$ cat src/rtl/render_line_scheduler.sv
// Per-scanline render sequencer: starts prep then draw for line sy+2,
// arbitrates the OAM read port, owns buf_sel and counts missed deadlines.
//
// Ports:
//   clk_pix, btn_rst       pixel clock, async active-low reset
//   sx, sy                 current beam position from display_timings
//   prep_start/prep_done   line preparation handshake
//   draw_enable/draw_done  sprite drawer handshake
//   render_abort           one-cycle pulse returning both stages to idle
//   render_line            line number being rendered
//   prep_oam_addr, draw_oam_addr, oam_addr   OAM read port arbitration
//   buf_sel                buffer on display; rendering writes ~buf_sel
//   busy                   high while in PREP or DRAW
//   line_overrun           one-cycle pulse on a missed deadline
//   overrun_count          saturating count of missed deadlines
module render_line_scheduler #(
    parameter int CORDW         = 10,
    parameter int H_TOTAL       = 800,
    parameter int V_TOTAL       = 525,
    parameter int V_RES         = 480,
    parameter int OAM_ADDR_SIZE = 6
) (
    input  logic                     clk_pix,
    input  logic                     btn_rst,
    input  logic [CORDW-1:0]         sx,
    input  logic [CORDW-1:0]         sy,
    output logic                     prep_start,
    input  logic                     prep_done,
    output logic                     draw_enable,
    input  logic                     draw_done,
    output logic                     render_abort,
    output logic [CORDW-1:0]         render_line,
    input  logic [OAM_ADDR_SIZE-1:0] prep_oam_addr,
    input  logic [OAM_ADDR_SIZE-1:0] draw_oam_addr,
    output logic [OAM_ADDR_SIZE-1:0] oam_addr,
    output logic                     buf_sel,
    output logic                     busy,
    output logic                     line_overrun,
    output logic [7:0]               overrun_count
);

    typedef enum logic [2:0] {
        S_IDLE,
        S_PREP,
        S_DRAW,
        S_DONE,
        S_ABORT
    } state_t;

    localparam logic [CORDW-1:0] H_LAST = CORDW'(H_TOTAL - 1);
    localparam logic [CORDW:0]   V_TOT  = (CORDW+1)'(V_TOTAL);
    localparam logic [CORDW:0]   V_VIS  = (CORDW+1)'(V_RES);

    state_t           state_q, state_d;
    logic             buf_sel_d;
    logic [CORDW-1:0] render_line_d;
    logic [7:0]       count_d;
    logic             prep_start_d;
    logic             abort_d;
    logic             draw_enable_d;
    logic             busy_d;
    logic [CORDW-1:0] pend_line_q, pend_line_d;
    logic             pend_valid_q, pend_valid_d;

    logic             trigger;
    logic [CORDW:0]   sum;
    logic [CORDW:0]   tgt;
    logic             tgt_valid;
    logic             finished;
    logic             late;

    assign trigger   = (sx == H_LAST);
    assign sum       = {1'b0, sy} + (CORDW+1)'(2);
    assign tgt       = (sum >= V_TOT) ? (sum - V_TOT) : sum;
    assign tgt_valid = (tgt < V_VIS);

    // A line is finished if DONE, or if draw_done lands on the trigger.
    assign finished = (state_q == S_DONE) ||
                      (state_q == S_DRAW && draw_done);
    assign late     = (state_q == S_PREP) ||
                      (state_q == S_DRAW && !draw_done);

    always_comb begin
        state_d       = state_q;
        buf_sel_d     = buf_sel;
        render_line_d = render_line;
        count_d       = overrun_count;
        prep_start_d  = 1'b0;
        abort_d       = 1'b0;
        pend_line_d   = pend_line_q;
        pend_valid_d  = pend_valid_q;

        unique case (state_q)
            S_PREP:  if (prep_done) state_d = S_DRAW;
            S_DRAW:  if (draw_done) state_d = S_DONE;
            S_ABORT: begin
                if (pend_valid_q) begin
                    render_line_d = pend_line_q;
                    prep_start_d  = 1'b1;
                    state_d       = S_PREP;
                end else begin
                    state_d = S_IDLE;
                end
            end
            default: ;
        endcase

        if (trigger && state_q != S_ABORT) begin
            if (late) begin
                // Missed deadline: keep showing the old buffer.
                abort_d      = 1'b1;
                pend_line_d  = tgt[CORDW-1:0];
                pend_valid_d = tgt_valid;
                state_d      = S_ABORT;
                if (overrun_count != 8'hFF)
                    count_d = overrun_count + 8'd1;
            end else begin
                if (finished)
                    buf_sel_d = ~buf_sel;
                if (tgt_valid) begin
                    render_line_d = tgt[CORDW-1:0];
                    prep_start_d  = 1'b1;
                    state_d       = S_PREP;
                end else begin
                    state_d = S_IDLE;
                end
            end
        end

        draw_enable_d = (state_d == S_DRAW);
        busy_d        = (state_d == S_PREP) || (state_d == S_DRAW);
    end

    always_ff @(posedge clk_pix or negedge btn_rst) begin
        if (!btn_rst) begin
            state_q       <= S_IDLE;
            buf_sel       <= 1'b0;
            render_line   <= '0;
            overrun_count <= '0;
            prep_start    <= 1'b0;
            render_abort  <= 1'b0;
            line_overrun  <= 1'b0;
            draw_enable   <= 1'b0;
            busy          <= 1'b0;
            pend_line_q   <= '0;
            pend_valid_q  <= 1'b0;
        end else begin
            state_q       <= state_d;
            buf_sel       <= buf_sel_d;
            render_line   <= render_line_d;
            overrun_count <= count_d;
            prep_start    <= prep_start_d;
            render_abort  <= abort_d;
            line_overrun  <= abort_d;
            draw_enable   <= draw_enable_d;
            busy          <= busy_d;
            pend_line_q   <= pend_line_d;
            pend_valid_q  <= pend_valid_d;
        end
    end

    assign oam_addr = (state_q == S_DRAW) ? draw_oam_addr : prep_oam_addr;

endmodule

$ cat config.mk
export PLATFORM = sky130hd
export DESIGN_NAME = render_line_scheduler
export DESIGN_NICKNAME = d
export VERILOG_FILES = /design/src/rtl/render_line_scheduler.sv
export SDC_FILE = /design/constraint.sdc
export NUM_CORES = 1
export LEC_CHECK = 0
export CAP_MARGIN = 0
export CORE_MARGIN = 1.5
export CORE_UTILIZATION = 52
export DETAILED_ROUTE_END_ITERATION = 16
export GPL_ROUTABILITY_DRIVEN = 0
export GPL_TIMING_DRIVEN = 0
export PLACE_DENSITY = 0.86
export SYNTH_ARGS = -nofsm -noshare
export SYNTH_HDL_FRONTEND = slang
export SYNTH_SLANG_ARGS = --single-unit
$ cat constraint.sdc
create_clock -name clk_pix -period 5.6 [get_ports clk_pix]
set_clock_uncertainty 0.2 [all_clocks]
set_input_delay 0.84 -clock clk_pix [delete_from_list [all_inputs] [get_ports clk_pix]]
set_output_delay 0.84 -clock clk_pix [all_outputs]
set_load 0.01 [all_outputs]
==> impl.org <==
** Run status
- The flow ran to the end, and the final reports show no timing, DRC or antenna violations.

** Worst hold path
- The worst hold path begins at buf_sel.
- The min-delay analysis places its worst path in the category reg2reg.
- Along the worst hold path, the cell count comes to 1.
- For hold timing, the worst endpoint is buf_sel.

** Floorplan
- Placeable Area :: 0.00435 mm²
- The initial utilization of the core area, before any placement, comes to 53.9%.
- The die covers 0.00493 mm².
- Die height :: 70.2 µm
- Die X :: 70.2 µm
- Standard-cell rows :: 24
- 66 I/O pins were placed.

** Timing
- Worst slew margin relative to its limit :: 47.4%
- The max-slew violation count was 0.
- Final hold violations :: 0
- Fin Setup TNS :: 0 ns
- At the pin with the least slew margin, the transition time is 0.783 ns.
- Unrepaired setup endpoints after global routing :: false
- Fin crit period :: 4.26 ns
- Final worst-path setup slack :: 1.34 ns
- Setup violations remaining at the end of the flow were counted as 0.
- Static timing analysis puts the maximum clock frequency at 234 MHz.
- Period utilisation layout :: 76.2%

** Logic synthesis
- Proportion of synthesized chip area in sequential cells :: 39.4%
- Synthesized netlist net count :: 285
- The most used flip-flop cell after synthesis is sky130_fd_sc_hd__dfrtp_1.
- Share of synthesized flip-flops with an asynchronous set or reset :: 100%
- In the synthesized netlist, the number of instances is 243.
- The synthesized design contains 37 register bits.
- After synthesis the cells add up to 0.00235 mm².
- Number of warnings printed during yosys synthesis :: 0
- Yosys mapped a number of flops with a built-in enable equal to 0.
- Counting distinct cell types in the post-synthesis netlist gives 50.
- Dividing the synthesized area by the synthesized cell count gives 9.66 µm².

** Critical path
- STA classifies the critical path endpoint as a flip-flop.
- Highest fanout seen on the critical path :: 10
- Top delay family on crit path :: simple AND/OR/NAND/NOR gates
- The slowest stage of the critical path belongs to the cell sky130_fd_sc_hd__clkdlybuf4s50_1.
- In this run the register-to-register setup slack is 2.77 ns.
- On the worst path, the slowest cell contributes a delay of 0.65 ns.
- The critical path is of the in2reg type.
- Worst Setup Start Kind :: input port
- Measured in cells, the most critical reg-to-reg path has a length of 10.
- RR Startpoint :: state_q[0]
- Required time of the worst setup path :: 5.60 ns
- In this run the critical register-to-register path is captured at overrun_count[7].
- Data arrival time of the worst path :: 4.27 ns
- The critical path starts at sy[1].
- Critical path, cell by cell :: clkdlybuf4s50_1 > ha_1 > xnor2_1 > a31oi_1 > or3_4 > or4_1 > mux2i_1 > nor4b_2 > a31oi_2 > buf_6 > a2bb2oi_1
- Counting both buffers and inverters, the worst setup path holds a total of 2.

** Finish
- The finished cells cover 0.00310 mm².
- After the last flow step, the layout net total stands at 353.
- Utilization of the core after routing :: 71.3%
- Share of cells above drive strength 1 :: 12.2%
- The library cells used most frequently in the layout, excluding fill and tap cells, are 60 x sky130_fd_sc_hd__clkdlybuf4s50_1, 37 x sky130_fd_sc_hd__dfrtp_1, 23 x sky130_fd_sc_hd__nand2_1.
- The library cell used most frequently in the layout, excluding fill and tap cells, is sky130_fd_sc_hd__clkdlybuf4s50_1.
- 0 antenna diodes ended up in the layout.
- The area growth from synthesis to layout is 32.2%.

** Power
- Leakage Power :: 1.30 nW
- Sw frac :: 25.7%
- For this design the total switching power over the nets is 0.141 mW.
- Of the total power, registers draw 49.6%.
- Peak VDD IR :: 0.121 mV
- Relative contribution of combinational cells to total power :: 18.0%
- Part of the total power dissipated in the clock network :: 32.4%
- Overall power consumption after layout is estimated at 0.548 mW.
- Power spread over the standard cell area amounts to 177 mW/mm².
- The internal power of the cells totals 0.407 mW.

** Drt
- Post-route ant nets :: 0
- After detailed routing, the number of remaining DRC violations is 0.
- The final route contains 2050 vias.
- The detailed router finished its first iteration with 95 violations.
- After detailed routing, the total wire length is 5.27 mm.
- Before antenna repair, the detailed router went through 4 iterations.
- In the routed layout, each cell is associated on average with a via count of 5.63.
- Wirelength per Cell :: 14.5 µm

** GRT
- The first global-routing pass estimated 8.99 mm of wire.
- The initial antenna violation count was 0.
- Total gr overflow :: 0
- Entering global routing, the biggest net connects 38 pins.
- Global routing consumed, over all layers together, 22.5% of the routing resources.
- The number of global-route vias before repair came to 2030.

** Clocking
- Clock input transition at the sequential cells of the worst setup and hold paths :: 0.07 ns
- The number of gates resized after CTS was 0.
- Maximum buffer depth of the clock tree :: 2
- Clk_lat worst skew :: 0.28 ns
- TritonCTS built the clock tree.
- Inserted Clock Buffers :: 5
- Number of buffers inserted to repair setup after CTS :: 0
- In this run the clock root is driven by a sky130_fd_sc_hd__clkbuf_8.
- After clock tree synthesis, the flow added hold-fix buffers numbering 0.
- CTS H-tree depth :: 2
- Clock tree synthesis found a total of 37 sinks.

** Placement
- Detailed placement ended at an HPWL of 4.04 mm.
- Input and output buffers added on the ports amount to 61.
- The placed instances occupy a cell area of 0.00302 mm².
- Pre-CTS worst setup slack :: 1.08 ns

** Run
- The tool flagged a number of max-cap violations equal to 0.
-- worst max-delay path by stage --
stage	cells after the start	to	slack (ns)
global placement	11	state_q[0]	1.16
global route	11	render_line[6]	1.10
floorplan	10	state_q[0]	2.14
finish	11	render_line[8]	1.34
CTS	11	render_line[1]	1.35
detailed placement	11	render_line[1]	1.08
-- power by group through the flow --
stage	combinational (mW)	sequential, mW	clock, mW
floorplan	0.0481	0.279	0
global route	0.109	0.272	0.194
detailed placement	0.0983	0.277	0
global placement	0.0962	0.277	0
CTS	0.0988	0.272	0.182
finish	0.0984	0.272	0.178
-- area by class of cell --
class | instances | area, µm²
multi-input cells | 189 | 1320
fillers | 341 | 1250
flip-flops and latches | 37 | 926
repair buffers | 61 | 606
plain buffers | 11 | 81.3
clock buffers | 5 | 68.8
well taps | 52 | 65.1
inverters | 6 | 22.5
clock inverters | 3 | 17.5
-- state kept, by name, indices dropped and copies added, names as in the netlist --
name	count
busy	1
overrun_count	8
line_overrun	1
pend_line_q	10
pend_valid_q	1
draw_enable	1
render_line	10
buf_sel	1
state_q	3
prep_start	1
-- through the flow --
| stage | cells | hold slack (ns) |
|---|---|---|
| after global routing | 364 | 0.290 |
| after CTS | 364 | 0.279 |
| after floorplan | 243 | 0.244 |
| final | 364 | 0.268 |
| after detailed placement | 356 | 0.269 |
| after global placement | 356 | 0.257 |
-- synthesized netlist by cell type, types with 2 or more instances --
| cell type | count | area [µm²] |
|---|---|---|
| sky130_fd_sc_hd__o31ai_1 | 2 | 15.0 |
| sky130_fd_sc_hd__nand2_1 | 23 | 86.3 |
| sky130_fd_sc_hd__dfrtp_1 | 37 | 926 |
| sky130_fd_sc_hd__nand2b_1 | 4 | 25.0 |
| sky130_fd_sc_hd__and3_1 | 5 | 31.3 |
| sky130_fd_sc_hd__clkbuf_1 | 5 | 18.8 |
| sky130_fd_sc_hd__or2_2 | 3 | 18.8 |
| sky130_fd_sc_hd__and4_1 | 3 | 26.3 |
| sky130_fd_sc_hd__o21ai_0 | 14 | 70.1 |
| sky130_fd_sc_hd__xnor2_1 | 9 | 78.8 |
| sky130_fd_sc_hd__nor3_1 | 11 | 55.1 |
| sky130_fd_sc_hd__a2bb2oi_1 | 3 | 26.3 |
| sky130_fd_sc_hd__or4_1 | 2 | 15.0 |
| sky130_fd_sc_hd__nand3_1 | 8 | 40.0 |
| sky130_fd_sc_hd__ha_1 | 6 | 75.1 |
| sky130_fd_sc_hd__and3_2 | 2 | 15.0 |
| sky130_fd_sc_hd__nand4_1 | 6 | 37.5 |
| sky130_fd_sc_hd__o2111ai_1 | 2 | 17.5 |
| sky130_fd_sc_hd__and2_1 | 2 | 12.5 |
| sky130_fd_sc_hd__mux2i_1 | 15 | 150 |
| sky130_fd_sc_hd__nor2_1 | 10 | 37.5 |
| sky130_fd_sc_hd__or3_1 | 3 | 18.8 |
| sky130_fd_sc_hd__a311oi_1 | 2 | 17.5 |
| sky130_fd_sc_hd__a21o_1 | 2 | 15.0 |
| sky130_fd_sc_hd__buf_6 | 4 | 45.0 |
| sky130_fd_sc_hd__a21oi_1 | 10 | 50.1 |
| sky130_fd_sc_hd__inv_1 | 6 | 22.5 |
| sky130_fd_sc_hd__xor2_1 | 5 | 43.8 |
| sky130_fd_sc_hd__o21a_1 | 4 | 30.0 |
| sky130_fd_sc_hd__mux2_2 | 12 | 135 |
| sky130_fd_sc_hd__a31oi_1 | 3 | 18.8 |
| sky130_fd_sc_hd__nor4_1 | 2 | 12.5 |
-- cells by family after synthesis --
family          count (synthesis)  synth area share, %
fa+ha+maj                       6                 3.20
buf+inv                        17                 4.42
mux                            27                 12.2
flops                          37                 39.4
compound gates                 49                 13.6
xor+xnor                       14                 5.22
simple gates                   93                 21.9
-- layer usage --
| layer | vias up | global-route usage [%] | part of all wire (%) |
|---|---|---|---|
| li1 | 1024 | - | - |
| met1 | 961 | 28.1 | 46 |
| met2 | 57 | 39.6 | 49 |
| met3 | 8 | 5.34 | 4.3 |
| met4 | 0 | 4.70 | 1.1 |
| met5 | - | 0 | 0 |
Power figures use the tool's default switching activity.
